$ cat config.mk
export PLATFORM = sky130hd
export DESIGN_NAME = mult_div_unit
export DESIGN_NICKNAME = d
export VERILOG_FILES = /design/src/rtl/mult_div_unit.sv
export SDC_FILE = /design/constraint.sdc
export NUM_CORES = 1
export LEC_CHECK = 0
export BUFFER_PORTS_ARGS = -buffer_cell sky130_fd_sc_hd__buf_2
export CAP_MARGIN = 5
export CORE_MARGIN = 10
export CORE_UTILIZATION = 40
export CTS_CLUSTER_SIZE = 28
export DETAILED_ROUTE_END_ITERATION = 8
export PLACE_DENSITY = 0.67
export SLEW_MARGIN = 15
export SYNTH_ARGS = -nofsm -noshare
export SYNTH_HDL_FRONTEND = slang
export SYNTH_SLANG_ARGS = --single-unit
$ cat constraint.sdc
create_clock -name clk -period 17.02 [get_ports clk]
set_input_delay 0.851 -clock clk [delete_from_list [all_inputs] [get_ports clk]]
set_output_delay 0.851 -clock clk [all_outputs]
set_load 0.03 [all_outputs]
$ cat src/rtl/mult_div_unit.sv
// Iterative signed 32x32 multiply and 32/32 divide.
// Each operation takes 32 cycles, then pulses done with the results in hi_out/lo_out.
module mult_div_unit (
    input  logic        clk,
    input  logic        reset_n,
    input  logic        mult_start,
    input  logic        div_start,
    input  logic [31:0] op_a,
    input  logic [31:0] op_b,
    output logic [31:0] hi_out,
    output logic [31:0] lo_out,
    output logic        done,
    output logic        busy,
    output logic        div_zero
);

    typedef enum logic [1:0] {
        IDLE,
        MULT,
        DIV,
        DONE
    } state_t;

    state_t      state_q, state_d;
    logic [4:0]  count_q, count_d;
    logic [31:0] opA_q, opA_d;
    logic [31:0] opB_q, opB_d;
    logic [31:0] workHi_q, workHi_d;
    logic [31:0] workLo_q, workLo_d;
    logic [31:0] hiOut_q, hiOut_d;
    logic [31:0] loOut_q, loOut_d;
    logic        zeroDiv_q, zeroDiv_d;

    logic        negA, negB;
    logic [31:0] magA, magB;
    logic [31:0] absOpA, absOpB;
    logic [32:0] multSum;
    logic [31:0] multHiNext, multLoNext;
    logic [63:0] product, productSigned;
    logic [32:0] divShift, divDiff;
    logic        divGe;
    logic [31:0] divRemNext, divQuoNext;
    logic [31:0] quotientSigned, remainderSigned;

    assign negA   = opA_q[31];
    assign negB   = opB_q[31];
    assign magA   = negA ? -opA_q : opA_q;
    assign magB   = negB ? -opB_q : opB_q;
    assign absOpA = op_a[31] ? -op_a : op_a;
    assign absOpB = op_b[31] ? -op_b : op_b;

    // Shift-and-add: workHi accumulates, workLo shifts the multiplier out and the product low half in.
    assign multSum       = {1'b0, workHi_q} + {1'b0, (workLo_q[0] ? magA : 32'd0)};
    assign multHiNext    = multSum[32:1];
    assign multLoNext    = {multSum[0], workLo_q[31:1]};
    assign product       = {multHiNext, multLoNext};
    assign productSigned = (negA ^ negB) ? -product : product;

    // Restoring division: workHi is the partial remainder, workLo shifts the dividend out and quotient in.
    assign divShift        = {workHi_q, workLo_q[31]};
    assign divGe           = (divShift >= {1'b0, magB});
    assign divDiff         = divShift - {1'b0, magB};
    assign divRemNext      = divGe ? divDiff[31:0] : divShift[31:0];
    assign divQuoNext      = {workLo_q[30:0], divGe};
    assign quotientSigned  = (negA ^ negB) ? -divQuoNext : divQuoNext;
    assign remainderSigned = negA ? -divRemNext : divRemNext;

    always_comb begin
        state_d   = state_q;
        count_d   = count_q;
        opA_d     = opA_q;
        opB_d     = opB_q;
        workHi_d  = workHi_q;
        workLo_d  = workLo_q;
        hiOut_d   = hiOut_q;
        loOut_d   = loOut_q;
        zeroDiv_d = zeroDiv_q;

        unique case (state_q)
            IDLE: begin
                if (mult_start) begin
                    opA_d     = op_a;
                    opB_d     = op_b;
                    workHi_d  = 32'd0;
                    workLo_d  = absOpB;
                    count_d   = 5'd0;
                    zeroDiv_d = 1'b0;
                    state_d   = MULT;
                end else if (div_start) begin
                    opA_d     = op_a;
                    opB_d     = op_b;
                    workHi_d  = 32'd0;
                    workLo_d  = absOpA;
                    count_d   = 5'd0;
                    zeroDiv_d = (op_b == 32'd0);
                    state_d   = DIV;
                end
            end
            MULT: begin
                workHi_d = multHiNext;
                workLo_d = multLoNext;
                count_d  = count_q + 5'd1;
                if (count_q == 5'd31) begin
                    hiOut_d = productSigned[63:32];
                    loOut_d = productSigned[31:0];
                    state_d = DONE;
                end
            end
            DIV: begin
                workHi_d = divRemNext;
                workLo_d = divQuoNext;
                count_d  = count_q + 5'd1;
                if (count_q == 5'd31) begin
                    if (zeroDiv_q) begin
                        hiOut_d = opA_q;
                        loOut_d = 32'hFFFF_FFFF;
                    end else begin
                        hiOut_d = remainderSigned;
                        loOut_d = quotientSigned;
                    end
                    state_d = DONE;
                end
            end
            DONE: begin
                state_d = IDLE;
            end
            default: begin
                state_d = IDLE;
            end
        endcase
    end

    always_ff @(posedge clk or negedge reset_n) begin
        if (!reset_n) begin
            state_q   <= IDLE;
            count_q   <= 5'd0;
            opA_q     <= 32'd0;
            opB_q     <= 32'd0;
            workHi_q  <= 32'd0;
            workLo_q  <= 32'd0;
            hiOut_q   <= 32'd0;
            loOut_q   <= 32'd0;
            zeroDiv_q <= 1'b0;
        end else begin
            state_q   <= state_d;
            count_q   <= count_d;
            opA_q     <= opA_d;
            opB_q     <= opB_d;
            workHi_q  <= workHi_d;
            workLo_q  <= workLo_d;
            hiOut_q   <= hiOut_d;
            loOut_q   <= loOut_d;
            zeroDiv_q <= zeroDiv_d;
        end
    end

    // Status outputs decode the state register only, so the consumer can latch results on done safely.
    assign hi_out   = hiOut_q;
    assign lo_out   = loOut_q;
    assign done     = (state_q == DONE);
    assign busy     = (state_q != IDLE);
    assign div_zero = (state_q == DONE) && zeroDiv_q;

endmodule

Word level (Yosys, flattened, before mapping)
Index checks and enable logic that the tools add are counted. Widths: inputs -> output; s select.

Flip-flop bits (word level): 200. Output and inout bits: 67. Input bits: 68.

Mux-type cells: 36. Bitwise logic cells: 1. Reductions and logical operators: 14. Equal/unequal tests: 8. $add $sub $neg: 10. Order comparisons: 1.

Operators with widths (count): $mux 32 (22); $neg 32->32 (6); $pmux 32 s3 (2); $pmux 32 s2 (2); $mux 64 (1); $neg 64->64 (1); $add 32x32->33 (1); $ge 33x32->1 (1); $logic_not 32->1 (1); $sub 32x32->32 (1); $mux 5 (2); $pmux 5 s2 (1); $reduce_and 2->1 (4); $reduce_bool 2->1 (4); $mux 2 (3); $pmux 2 s3 (1); $add 5x1->5 const B (1); $eq 5x5->1 const B (1); $eq 2x2->1 const B (2); $ne 2x2->1 const B (2); $ne 3x3->1 const B (1); $reduce_and 3->1 (1); $reduce_bool 3->1 (1); $eq 2x1->1 const B (1); other kinds (6) (7).

Logic depth before layout (Yosys ltp)
Word-level depth: 9. Mapped depth: 32.

Worst setup path after synthesis
OpenSTA, ideal clock, no wires.

Path kind: register to register. Start point: register opB_q[19]. End point: register hiOut_q[18] (netlist: hi_out[18]). Stages on the path, launching flop included: 28. Arrival: 6.721 ns. Required time: 16.897 ns. Setup slack: 10.177 ns. Period minus slack after synthesis: 6.843 ns. Buffers on the path: 3. Cells stage by stage: dfrtp_1 or4_1 or3_1 nor3_1 inv_1 or3_1 o41ai_1 xor2_1 ha_1 nand3_1 or3_4 nor4_4 o211ai_4 nand3_4 buf_1 clkbuf_1 buf_1 nand2_1 o21ai_0 ha_1 inv_1 nor4b_1 a31oi_1 a21o_1 o21ai_0 xnor2_1 mux2_2 o221a_2.

Cells in the longest elaborated chain, start to end: 9.

RTL lines: start, declared (line 27) `logic [31:0] opB_q, opB_d;`; start signal, assigned (line 148) `opB_q <= opB_d;`; $neg 32->32 (line 48) `assign magB = negB ? -opB_q : opB_q;`; $mux 32 (*) (line 48); $ge 33x32->1 (*) (line 61) `assign divGe = (divShift >= {1'b0, magB});`; $mux 32 (*) (line 63) `assign divRemNext = divGe ? divDiff[31:0] : divShift[31:0];`; $neg 32->32 (line 66) `assign remainderSigned = negA ? -divRemNext : divRemNext;`; $mux 32 (*) (line 66); $mux 32 (*) (line 114) `if (zeroDiv_q) begin`; $mux 32 (*) (line 113) `if (count_q == 5'd31) begin`; $pmux 32 s2 (*) (line 79) `unique case (state_q)`; end signal, assigned (line 151) `hiOut_q <= hiOut_d;`; end, declared (line 30) `logic [31:0] hiOut_q, hiOut_d;`.

Every way passes the cells marked *; elsewhere a longest branch is shown, timed or not. The select of a mux whose other input is x is not followed. A chain may end at the register's enable or synchronous reset.

Worst setup path in the final report
Same ends and word-level chain as after synthesis.

==> results_dict.tcl <==
set metrics [dict create \
    first_iter_violations 2438 \
    area_growth_pct 8.243 \
    crit_top_cell "inv_1" \
    power.leakage_nw 8.997 \
    ys_seq_area_frac 0.2558 \
    maxCapViolCount 0 \
    cp-start-kind "register" \
    grt_use_total 0.2623 \
    cts_root_buffer "clkbuf_16" \
    setup_viol_count_final 0 \
    finalMaxSlewViolations 0 \
    syn_avg_cell_area_um2 7.667 \
    hpwl_um 61180 \
    synth_top_area_frac 0.2558 \
    cts_buffers 17 \
    netlist_top_cells_area "dfrtp_1 (26%), o21ai_0 (7.4%), nand2_1 (7.1%)" \
    drive_gt1_frac 0.1194 \
    cpMaxStageDelayCell "or4_1" \
    fin_worst_skew_ps 29.44 \
    ir_drop_v 0.0001266 \
    grt_pass1_wl_um 116200 \
    synthTopCellsByCount "nand2_1 (371), o21ai_0 (290), dfrtp_1 (200)" \
    path_buf_inv 4 \
    critical_path_class "reg -> reg" \
    cts_resized 0 \
    synthCells 2552 \
    numPortBuffers 134 \
    cp_slowest_stage_delay_ps 570 \
    power_density_mw_per_mm2 214.0 \
    grt_pass1_vias 18570 \
    initial_core_util 0.4072 \
    synth-async-reset-ratio 1.000 \
    hold_viol 0 \
    final_antenna_net_count 0 \
    required_ps 17410 \
    core_mm2 0.04805 \
    yosysMostFrequentCell "nand2_1" \
    yosysUniqueCellTypes 94 \
    yosys_warnings 0 \
    cts_tree "built" \
    worst_slew_pin_slew_ps 1121 \
    yosysTopAreaCell "dfrtp_1" \
    synth_area_mm2 0.01957 \
    clkTransAtPathRegs_ps 90 \
    fp.dieH_um 241.2 \
    synth-edff-count 0 \
    top_level_ports 135 \
    viasPerCell 6.393 \
    critical_path_arrival_ps 7800 \
    relSlewSlack 0.2446 \
    critPathTopFamily "simple AND/OR/NAND/NOR gates" \
    gp_congestion 1.028 \
    crit_path_end_kind "register" \
    hold_path.class "in -> async" \
    routedWlPerCell_um 24.35 \
    route.detailed.drc 0 \
    finalSetupTns_ps 0 \
    hold_ws_ps 368.3 \
    cts_setup_buffers 0 \
    insertion_delay_ps 510 \
    row_count 80 \
    grt_max_degree 87 \
    fin_crit_ps 7411 \
    clockBufferDepth 2 \
    overflow 0 \
    die-area_mm2 0.05816 \
    numClockSinks 200 \
    cts_max_level 4 \
    rsz0062_at_grt "false" \
    synth-seq-cells 200 \
    fmax_ghz 0.1349 \
    layout.nets 2705 \
    routed_wl_um 77640 \
    die_w_um 241.2 \
    synth_fp_nets 2699 \
    hold_buffers 0 \
    run_status "complete, no violations" \
    crit_path_max_fanout 52 \
    fin_crit_sh 0.4355 \
    antenna_found_initial 3 \
    via_count 20380 \
    first_pass_iters 6 \
    ys.flop_type "dfrtp_1" \
]
==> layout by cell type, fill, tap and decap left out, drive strengths merged, types with 9 or more instances in the layout <==
cell and n:
and3 14, nand2 371, nand3 28, a21oi 142
dfrtp 200, a22oi 53, nor2b 12, mux2 67
nor3 50, buf 156, a31oi 31, and2 22
nand2b 18, nand4 28, ha 77, o31ai 51
or2 10, or4 17, a21o 27, xor2 159
o41ai 25, or3 33, nor4 36, inv 67
clkbuf 21, o22ai 48, o211ai 28, nor2 178
mux2i 25, a22o 9, a211oi 19, xnor2 103
o21ai 296
==> kinds of logic after synthesis <==
kind of cell	synth area share
AND/OR/NAND/NOR	0.2081
AO/OA/AOI/OAI	0.2704
XOR/XNOR	0.1173
buffers and inverters	0.04579
flip-flops	0.2558
multiplexers	0.05135
adder cells (fa/ha/maj)	0.05129
==> power breakdown <==
part           internal [mW]  leakage, nW  switching (mW)  total (mW)
Sequential             0.609         2.59           0.322       0.931
Combinational           1.17         6.12            2.01        3.17
Clock                  0.214        0.291           0.213       0.427
==> final timing paths <==
path / slack (ps) / to / start / depth (start not counted)
hold / removal: 370 / hi_out[3] / reset_n / 1
hold reg to reg: 470 / lo_out[27] / lo_out[27] / 2
setup reg to reg: 9610 / hi_out[18] / opB_q[19] / 26
max in group asynchronous: 15140 / hi_out[31] / reset_n / 2
min in group clk: 470 / lo_out[27] / lo_out[27] / 2
setup / recovery: 9610 / hi_out[18] / opB_q[19] / 26
==> registers in the layout, summed over array words and instances (netlist names) <==
| register | cells |
|---|---|
| lo_out | 32 |
| zeroDiv_q | 1 |
| count_q | 5 |
| opB_q | 32 |
| opA_q | 32 |
| state_q | 2 |
| hi_out | 32 |
| workHi_q | 32 |
| workLo_q | 32 |
==> through the flow <==
| stage | util | setup WS [ps] | power, mW | std cells | area [um^2] |
|---|---|---|---|---|---|
| 3_3_place_gp | 0.4284 | 9811 | 3.952 | 3154 | 20580 |
| 2_1_floorplan | - | 10180 | 3.144 | 2552 | 19570 |
| 4_1_cts | 0.4407 | 9681 | 4.439 | 3186 | 21170 |
| 3_5_place_dp | 0.4284 | 9685 | 3.999 | 3154 | 20580 |
| 6_report | 0.4408 | 9609 | 4.533 | 3188 | 21180 |
| 5_1_grt | 0.4407 | 9075 | 4.850 | 3186 | 21170 |
==> area by class of cell <==
type                       count  area [um^2]
antenna                        2        5.005
clock buffer                  20        456.7
clock inverter                12        132.6
fill                        4862        26870
inverter                      63        239.0
multi-input combinational   2119        13720
sequential                   200         5006
tap                          615        769.5
timing repair buffer         157        852.1
==> per-layer routing <==
| metal | vias up | wire length [um] | GRT usage |
|---|---|---|---|
| met5 | - | 0 | 0 |
| met2 | 1199 | 31350 | 0.3693 |
| met1 | 9696 | 34430 | 0.3821 |
| li1 | 9353 | - | - |
| met3 | 133 | 9341 | 0.05943 |
| met4 | 0 | 2526 | 0.09221 |
No activity file was read; power rests on OpenSTA's default activity.
